==> src/rtl/axi_lite_req_arbiter.sv <==
// Round-robin arbiter that lets NUM_REQ local requesters share one AXI4-Lite slave,
// running one single-beat read or write at a time and routing the response back to the winner.
module axi_lite_req_arbiter #(
  parameter int NUM_REQ    = 4,
  parameter int ADDRESS    = 32,
  parameter int DATA_WIDTH = 32
) (
  input  logic                               ACLK,
  input  logic                               ARESET,
  input  logic [NUM_REQ-1:0]                 req_valid,
  output logic [NUM_REQ-1:0]                 req_ready,
  input  logic [NUM_REQ-1:0]                 req_write,
  input  logic [NUM_REQ*ADDRESS-1:0]         req_addr,
  input  logic [NUM_REQ*DATA_WIDTH-1:0]      req_wdata,
  input  logic [NUM_REQ*(DATA_WIDTH/8)-1:0]  req_wstrb,
  output logic [NUM_REQ-1:0]                 rsp_valid,
  output logic [DATA_WIDTH-1:0]              rsp_rdata,
  output logic [1:0]                         rsp_resp,
  output logic                               busy,
  output logic [$clog2(NUM_REQ)-1:0]         grant_id,
  output logic [ADDRESS-1:0]                 M_AWADDR,
  output logic                               M_AWVALID,
  input  logic                               M_AWREADY,
  output logic [DATA_WIDTH-1:0]              M_WDATA,
  output logic [DATA_WIDTH/8-1:0]            M_WSTRB,
  output logic                               M_WVALID,
  input  logic                               M_WREADY,
  input  logic [1:0]                         M_BRESP,
  input  logic                               M_BVALID,
  output logic                               M_BREADY,
  output logic [ADDRESS-1:0]                 M_ARADDR,
  output logic                               M_ARVALID,
  input  logic                               M_ARREADY,
  input  logic [DATA_WIDTH-1:0]              M_RDATA,
  input  logic [1:0]                         M_RRESP,
  input  logic                               M_RVALID,
  output logic                               M_RREADY
);

  localparam int ID_W   = $clog2(NUM_REQ);
  localparam int STRB_W = DATA_WIDTH / 8;

  typedef enum logic [2:0] {
    S_IDLE, S_WADDR, S_WRESP, S_RADDR, S_RDATA, S_RSP
  } state_t;

  state_t                  state_q, state_d;
  logic [ID_W-1:0]         rr_ptr_q, rr_ptr_d;
  logic [ID_W-1:0]         grant_id_q, grant_id_d;
  logic [ADDRESS-1:0]      addr_q, addr_d;
  logic [DATA_WIDTH-1:0]   wdata_q, wdata_d;
  logic [STRB_W-1:0]       wstrb_q, wstrb_d;
  logic                    aw_done_q, aw_done_d;
  logic                    w_done_q, w_done_d;
  logic [DATA_WIDTH-1:0]   rdata_q, rdata_d;
  logic [1:0]              resp_q, resp_d;

  logic [ADDRESS-1:0]      addr_arr  [NUM_REQ];
  logic [DATA_WIDTH-1:0]   wdata_arr [NUM_REQ];
  logic [STRB_W-1:0]       wstrb_arr [NUM_REQ];

  for (genvar g = 0; g < NUM_REQ; g++) begin : g_unpack
    assign addr_arr[g]  = req_addr[g*ADDRESS +: ADDRESS];
    assign wdata_arr[g] = req_wdata[g*DATA_WIDTH +: DATA_WIDTH];
    assign wstrb_arr[g] = req_wstrb[g*STRB_W +: STRB_W];
  end

  logic            win_found;
  logic [ID_W-1:0] win_id;
  logic [ID_W-1:0] cand;

  // Search starts at rr_ptr_q so the last winner drops to lowest priority.
  always_comb begin
    win_found = 1'b0;
    win_id    = '0;
    cand      = '0;
    for (int k = 0; k < NUM_REQ; k++) begin
      cand = ID_W'((int'(rr_ptr_q) + k) % NUM_REQ);
      if (!win_found && req_valid[cand]) begin
        win_found = 1'b1;
        win_id    = cand;
      end
    end
  end

  always_comb begin
    state_d    = state_q;
    rr_ptr_d   = rr_ptr_q;
    grant_id_d = grant_id_q;
    addr_d     = addr_q;
    wdata_d    = wdata_q;
    wstrb_d    = wstrb_q;
    aw_done_d  = aw_done_q;
    w_done_d   = w_done_q;
    rdata_d    = rdata_q;
    resp_d     = resp_q;
    req_ready  = '0;

    case (state_q)
      S_IDLE: begin
        if (win_found) begin
          req_ready[win_id] = 1'b1;
          grant_id_d        = win_id;
          addr_d            = addr_arr[win_id];
          wdata_d           = wdata_arr[win_id];
          wstrb_d           = wstrb_arr[win_id];
          aw_done_d         = 1'b0;
          w_done_d          = 1'b0;
          rr_ptr_d          = (int'(win_id) == NUM_REQ - 1) ? '0 : win_id + ID_W'(1);
          state_d           = req_write[win_id] ? S_WADDR : S_RADDR;
        end
      end
      S_WADDR: begin
        // AW and W retire independently; each VALID drops once its own handshake is seen.
        aw_done_d = aw_done_q | (M_AWVALID & M_AWREADY);
        w_done_d  = w_done_q | (M_WVALID & M_WREADY);
        if (aw_done_d && w_done_d) state_d = S_WRESP;
      end
      S_WRESP: begin
        if (M_BVALID) begin
          resp_d  = M_BRESP;
          rdata_d = '0;
          state_d = S_RSP;
        end
      end
      S_RADDR: begin
        if (M_ARREADY) state_d = S_RDATA;
      end
      S_RDATA: begin
        if (M_RVALID) begin
          resp_d  = M_RRESP;
          rdata_d = M_RDATA;
          state_d = S_RSP;
        end
      end
      S_RSP: begin
        state_d = S_IDLE;
      end
      default: begin
        state_d = S_IDLE;
      end
    endcase
  end

  always_ff @(posedge ACLK) begin
    if (ARESET) begin
      state_q    <= S_IDLE;
      rr_ptr_q   <= '0;
      grant_id_q <= '0;
      addr_q     <= '0;
      wdata_q    <= '0;
      wstrb_q    <= '0;
      aw_done_q  <= 1'b0;
      w_done_q   <= 1'b0;
      rdata_q    <= '0;
      resp_q     <= '0;
    end else begin
      state_q    <= state_d;
      rr_ptr_q   <= rr_ptr_d;
      grant_id_q <= grant_id_d;
      addr_q     <= addr_d;
      wdata_q    <= wdata_d;
      wstrb_q    <= wstrb_d;
      aw_done_q  <= aw_done_d;
      w_done_q   <= w_done_d;
      rdata_q    <= rdata_d;
      resp_q     <= resp_d;
    end
  end

  always_comb begin
    rsp_valid = '0;
    for (int i = 0; i < NUM_REQ; i++) begin
      rsp_valid[i] = (state_q == S_RSP) && (grant_id_q == ID_W'(i));
    end
  end

  assign rsp_rdata = (state_q == S_RSP) ? rdata_q : '0;
  assign rsp_resp  = (state_q == S_RSP) ? resp_q : 2'b00;
  assign busy      = (state_q != S_IDLE);
  assign grant_id  = grant_id_q;

  assign M_AWADDR  = addr_q;
  assign M_ARADDR  = addr_q;
  assign M_WDATA   = wdata_q;
  assign M_WSTRB   = wstrb_q;
  assign M_AWVALID = (state_q == S_WADDR) && !aw_done_q;
  assign M_WVALID  = (state_q == S_WADDR) && !w_done_q;
  assign M_BREADY  = (state_q == S_WRESP);
  assign M_ARVALID = (state_q == S_RADDR);
  assign M_RREADY  = (state_q == S_RDATA);

endmodule
==> config.mk <==
export PLATFORM = sky130hd
export DESIGN_NAME = axi_lite_req_arbiter
export DESIGN_NICKNAME = d
export VERILOG_FILES = /design/src/rtl/axi_lite_req_arbiter.sv
export SDC_FILE = /design/constraint.sdc
export NUM_CORES = 1
export LEC_CHECK = 0
export ABC_AREA = 0
export BUFFER_PORTS_ARGS = -buffer_cell sky130_fd_sc_hd__buf_2
export CAP_MARGIN = 20
export CORE_AREA = 2 2 184 186
export DETAILED_ROUTE_END_ITERATION = 12
export DIE_AREA = 0 0 186 188
export PLACE_DENSITY_LB_ADDON = 0.15
export SLEW_MARGIN = 25
export SYNTH_ARGS = -nofsm -noshare
export SYNTH_HDL_FRONTEND = slang
export SYNTH_SLANG_ARGS = --single-unit
==> constraint.sdc <==
create_clock -name ACLK -period 4.4 [get_ports ACLK]
set_clock_uncertainty 0.1 [all_clocks]
set_input_delay 0.88 -clock ACLK [delete_from_list [all_inputs] [get_ports ACLK]]
set_output_delay 0.88 -clock ACLK [all_outputs]
set_load 0.05 [all_outputs]
== Word-level counts from Yosys, hierarchy flattened ==
Index checks and enable logic that the tools add are counted.

* Reduce and logical (&&, ||, !) cells: 25
* Order comparisons: 7
* Equal/unequal tests: 14
* Add/sub/neg operators: 4
* Mux-type cells: 50
* Bitwise gates (word level): 5

{| class="wikitable"
|+ Operators with widths
! operator !! number
|-
| 32-bit 2-to-1 mux || 7
|-
| 32-bit binary-select mux with 2-bit select || 2
|-
| 32-bit case mux with 2 select lines || 1
|-
| 2-bit 2-to-1 mux || 9
|-
| 4-bit 2-to-1 mux || 4
|-
| 2-bit by 3-bit < comparator with 1-bit output, second input constant || 5
|-
| 3-bit 2-to-1 mux || 5
|-
| 3-bit case mux with 5 select lines || 1
|-
| 1-bit logical AND || 11
|-
| 1-bit 2-to-1 mux || 11
|-
| 1-bit binary-select mux with 2-bit select || 5
|-
| 4-bit binary-select mux with 2-bit select || 1
|-
| 2-bit inequality test, second input constant || 4
|-
| 3-bit by 2-bit == test with 1-bit output, second input constant || 2
|-
| 3-bit == test, second input constant || 2
|-
| 1-bit zero test || 5
|-
| 5-bit AND reduction || 1
|-
| 2-bit by 1-bit adder with 2-bit output, second input constant || 2
|-
| 2-bit adder, second input constant || 2
|-
| 2-bit by 1-bit == test with 1-bit output, second input constant || 2
|-
| 2-bit == test, second input constant || 2
|-
| 1-bit case mux with 2 select lines || 2
|-
| 2-bit case mux with 2 select lines || 1
|-
| 2-bit AND reduction || 2
|-
| 13 further kinds || 16
|}

* Input bits: 323
* Register bits after elaboration: 111
* Output and inout port bits: 150
* Word-level logic and storage cells: 115

== Depth between registers and ports, before layout ==
* Depth in word-level cells: 18
* Mapped depth: 9
* Mapped depth without buffers: 7

== Worst setup path after synthesis ==
Ideal clock, no wire load.

* Path kind: in2out
* Start: in req_valid[3]
* End: out req_ready[1]
* Cell stages on the path: 7
* Path buffers: 2
* Data required time: 3.420 ns
* Path slack: 1.017 ns
* Arrival time: 2.403 ns
* Path through: and3b_1 -> or3_1 -> buf_2 -> inv_2 -> buf_2 -> ha_1 -> and2_1

* Cells in the longest elaborated chain, start to end: 18
* Elaborated cells between the ends (all ways): 29
* Those cells by class: order compare: 2; mux: 20; reduce/logical: 7

{| class="wikitable"
|+ Ends and longest elaborated chain
! element !! RTL line !! RTL
|-
| start, declared || 10 || <nowiki>input logic [NUM_REQ-1:0] req_valid,</nowiki>
|-
| 1-bit binary-select mux with 2-bit select || 79 || <nowiki>if (!win_found && req_valid[cand]) begin</nowiki>
|-
| 1-bit 2-to-1 mux (implied by the code) || 79 ||
|-
| 1-bit 2-to-1 mux || 79 ||
|-
| 1-bit zero test || 79 ||
|-
| 1-bit logical AND || 79 ||
|-
| 1-bit 2-to-1 mux || 79 ||
|-
| 1-bit zero test || 79 ||
|-
| 1-bit logical AND || 79 ||
|-
| [3 not listed] || -- ||
|-
| 2-bit 2-to-1 mux * || 79 ||
|-
| named net win_id[0] || 69 || <nowiki>logic [ID_W-1:0] win_id;</nowiki>
|-
| 2-bit by 3-bit < comparator with 1-bit output (implied by the code) or 2-bit by 1-bit >= comparator with 1-bit output (tied branches) || 102 || <nowiki>req_ready[win_id] = 1'b1;</nowiki>
|-
| 1-bit logical AND (implied by the code) || 102 ||
|-
| 1-bit 2-to-1 mux (implied by the code) || 102 ||
|-
| 1-bit demux with 2-bit select * || 102 ||
|-
| 4-bit 2-to-1 mux * || 101 || <nowiki>if (win_found) begin</nowiki>
|-
| 4-bit 2-to-1 mux * || 99 || <nowiki>case (state_q)</nowiki>
|-
| end, declared || 11 || <nowiki>output logic [NUM_REQ-1:0] req_ready,</nowiki>
|}

The timed path passes the listed nets; every way through them passes the cells marked *. The select of a mux whose other input is x is not followed.

== Final worst setup path ==
* Start: in req_valid[3]
* End: out req_ready[3]

* Cells in the longest elaborated chain, start to end: 18
* Elaborated cells between the ends (all ways): 29
* Those cells by class: order compare: 2; mux: 20; reduce/logical: 7

{| class="wikitable"
|+ Ends and longest elaborated chain
! element !! RTL line
|-
| 1-bit binary-select mux with 2-bit select || 79
|-
| 1-bit 2-to-1 mux (implied by the code) || 79
|-
| 1-bit 2-to-1 mux || 79
|-
| 1-bit zero test || 79
|-
| 1-bit logical AND || 79
|-
| 1-bit 2-to-1 mux || 79
|-
| 1-bit zero test || 79
|-
| 1-bit logical AND || 79
|-
| [2 not listed] || --
|-
| 1-bit logical AND || 79
|-
| 2-bit 2-to-1 mux || 79
|-
| 2-bit by 3-bit < comparator with 1-bit output (implied by the code) or 2-bit by 1-bit >= comparator with 1-bit output (tied branches) || 102
|-
| 1-bit logical AND (implied by the code) || 102
|-
| 1-bit 2-to-1 mux (implied by the code) || 102
|-
| 1-bit demux with 2-bit select || 102
|-
| 4-bit 2-to-1 mux * || 101
|-
| 4-bit 2-to-1 mux * || 99
|}

Every way passes the cells marked *; elsewhere a longest branch is shown, timed or not. The select of a mux whose other input is x is not followed.

==> results.json <==
{
  "drive_above_1_share_pct": 41.7,
  "drc": 0,
  "fin_ws_ns": 0.702,
  "critical_path_arrival_ns": 2.72,
  "finalSetupViolCount": 0,
  "finalNonFillerCells": 1693,
  "ys_ff_latch": 111,
  "slew_viol_final": 0,
  "placement.cell_area_sq_um": 9220,
  "die_area_sq_um": 35000,
  "synthToLayoutAreaGrowth_pct": 40.4,
  "syn-cell-area_sq_um": 6790,
  "maxSlewHeadroom_pct": 45.4,
  "dieWidth_microns": 186,
  "grt-ovfl-total": 0,
  "yosys_warnings": 0,
  "start_util_pct": 20.5,
  "dp.cells": 1673,
  "grt_start_max_net_pins": 137,
  "p_sw_mw": 4.14,
  "grt_pass1_wl_microns": 45500,
  "rsz0062_at_grt": "no",
  "wire_per_inst_microns": 18.4,
  "stdcell_area_sq_um": 9530,
  "synth.distinct_cells": 42,
  "grtUsageTotal_pct": 17.0,
  "cts_hold_buf": 0,
  "dp_hpwl_microns": 22500,
  "tns_ns": 0,
  "crit_required_ns": 3.42,
  "clk_pin_slew_ns": 0.09,
  "syn_inst": 866,
  "clock-sinks": 111,
  "fmax_mhz": 270,
  "vias": 7916,
  "cts-root-buf": "clkbuf_16",
  "gp_congestion": 0.836,
  "power.density_nw_per_um2": 739,
  "ys_seq_area_share_pct": 32.7,
  "drtIter0Drc": 353,
  "postSynthNetCount": 1193,
  "status": "completed",
  "finalCritPeriodShare_pct": 84.1,
  "clockBufferDepth": 2,
  "insertion_delay_ns": 0.37,
  "grt_pass1_vias": 7538,
  "cts_tree": "built",
  "worstHoldStart": "M_WDATA[20]",
  "postRouteAntennaNets": 0,
  "cts_max_level": 3,
  "cts_resized": 0,
  "dr.pass1.iters": 6,
  "async_reset_ff_share_pct": 0,
  "layout.nets": 1563,
  "crit_top_cell": "buf_2",
  "min_period_ns": 3.70,
  "die_height_microns": 188,
  "hold_path.class": "flip-flop to flip-flop",
  "r2r_start": "rr_ptr_q[1]",
  "grt.met2_usage_pct": 28.7,
  "synth-edff-count": 0,
  "share_seq_of_total_power_pct": 23.2,
  "cts_inserted_buffers": 9,
  "rows": 67,
  "cts_setup_buffers": 0,
  "tightest_slew_ns": 0.819,
  "p_sw_share_pct": 58.7,
  "synth-main-ff-cell": "dfxtp_1",
  "cp-start-kind": "input pin",
  "routed_wl_microns": 31200,
  "combPwrFrac_pct": 64.3,
  "viasPerCell": 4.68,
  "core_area_sq_um": 33100,
  "grt_util_met3_pct": 4.54,
  "drv_cap": 0,
  "ios": 473,
  "cp_max_fo": 18,
  "worst_setup_path_end_kind": "primary output",
  "worstPathCellList": "buf_2, and3b_1, or3_4, inv_2, ha_1, and2_1, buf_2",
  "hold_violations": 0,
  "grtUsageMet1_pct": 21.4,
  "internal-power_mw": 2.91,
  "dp_worst_setup_slack_ns": 0.683,
  "path_class": "input pin to primary output",
  "crit_slowest_cell": "or3_4",
  "startpoint": "req_valid[3]",
  "grt_busiest_layer": "met2",
  "syn_area_per_cell_sq_um": 7.84,
  "leakage_nw": 4.75,
  "fin_hold_ws_ns": 0.349,
  "slowest_delay_ns": 0.53,
  "power.share.clock_pct": 12.5,
  "peakVddDrop_v": 0.000323,
  "antenna_found_initial": 6,
  "portBuffers": 472
}
layout make-up:
type                    instances  area [sq um]
multi-input cells             620          3890
fillers                      3713         23600
inverters                       6          22.5
diodes                          4          10.0
clock buffers                   9           225
flip-flops and latches        111          2220
well taps                     448           561
repair buffers                488          2520
clock inverters                 7          72.6
sequential cells by signal, summed over array words and instances, names as in the netlist:
name,cells
M_ARADDR,32
M_WDATA,32
M_WSTRB,4
aw_done_q,1
grant_id,2
rdata_q,32
resp_q,2
rr_ptr_q,2
state_q,3
w_done_q,1
placed cells by master, fill, tap and decap left out, types with 4 or more instances in the layout:
master | netlist | final
a211oi_1 | 139 | 139
a21oi_1 | 36 | 36
and2_1 | 39 | 39
and3_1 | 137 | 137
buf_2 | 31 | 472
buf_4 | 34 | 12
clkbuf_16 | 0 | 9
dfxtp_1 | 111 | 111
diode_2 | 0 | 4
ha_1 | 4 | 4
inv_1 | 4 | 4
mux2i_1 | 7 | 7
nand2_1 | 108 | 108
nand3_1 | 33 | 33
nor2_1 | 17 | 16
o31ai_1 | 69 | 69
stage by stage:
| step | total power, mW | util, % |
|---|---|---|
| final | 7.05 | 28.8 |
| after global routing | 7.50 | 28.8 |
| after CTS | 7.17 | 28.7 |
| after detailed placement | 6.25 | 27.8 |
| after global placement | 6.26 | 27.8 |
| after floorplan | 5.18 | - |
critical path, delay by kind of cell:
family	cells	cell delay, ns
adder cells (fa/ha/maj)	1	0.21
buffers and inverters	3	0.74
AND/OR/NAND/NOR	3	0.86
final timing paths:
check,to,slack [ns],cells after the start
hold reg to reg,M_WDATA[20],0.35,2
setup / recovery,req_ready[3],0.70,7
setup reg to reg,M_WDATA[4],1.50,7
hold / removal,M_WDATA[20],0.35,2
power by group through the flow:
| stage | Clock [mW] | Sequential (mW) | Combinational, mW |
|---|---|---|---|
| after floorplan | 0 | 2.66 | 2.52 |
| after global placement | 0 | 1.65 | 4.61 |
| after detailed placement | 0 | 1.66 | 4.60 |
| after CTS | 0.922 | 1.64 | 4.60 |
| after global routing | 0.957 | 1.69 | 4.86 |
| final | 0.878 | 1.63 | 4.53 |
routing by layer:
metal	vias up	share of wire (%)	routed length, microns
li1	3900	-	-
met1	3680	43	13300
met2	308	49	15200
met3	24	7.4	2300
met4	4	1.1	354
met5	-	0.067	21
cells in the mapped netlist, types with 2 or more instances:
cell / instances / area share, %
a211oi_1: 139 / 15
a21boi_0: 3 / 0.33
a21oi_1: 36 / 2.7
and2_1: 39 / 3.6
and3_1: 137 / 13
buf_1: 3 / 0.17
buf_2: 31 / 2.3
buf_4: 34 / 3.8
buf_6: 6 / 1.0
clkbuf_1: 55 / 3.0
dfxtp_1: 111 / 33
ha_1: 4 / 0.74
inv_1: 4 / 0.22
inv_2: 2 / 0.11
mux2i_1: 7 / 1.0
nand2_1: 108 / 6.0
nand3_1: 33 / 2.4
nor2_1: 17 / 0.94
nor2b_1: 3 / 0.28
nor3_1: 2 / 0.15
nor3b_1: 2 / 0.22
o31ai_1: 69 / 7.6
or3_1: 2 / 0.18
cells by family after synthesis:
kind of cell / count (synthesis) / synth area share [%]
buffers and inverters: 135 / 10.6
and+or+nand+nor: 352 / 27.6
adders and majority gates: 4 / 0.738
DFF: 111 / 32.7
AOI/OAI and AO/OA: 256 / 27.1
muxes: 8 / 1.20
(Power assumes the default switching activity.)
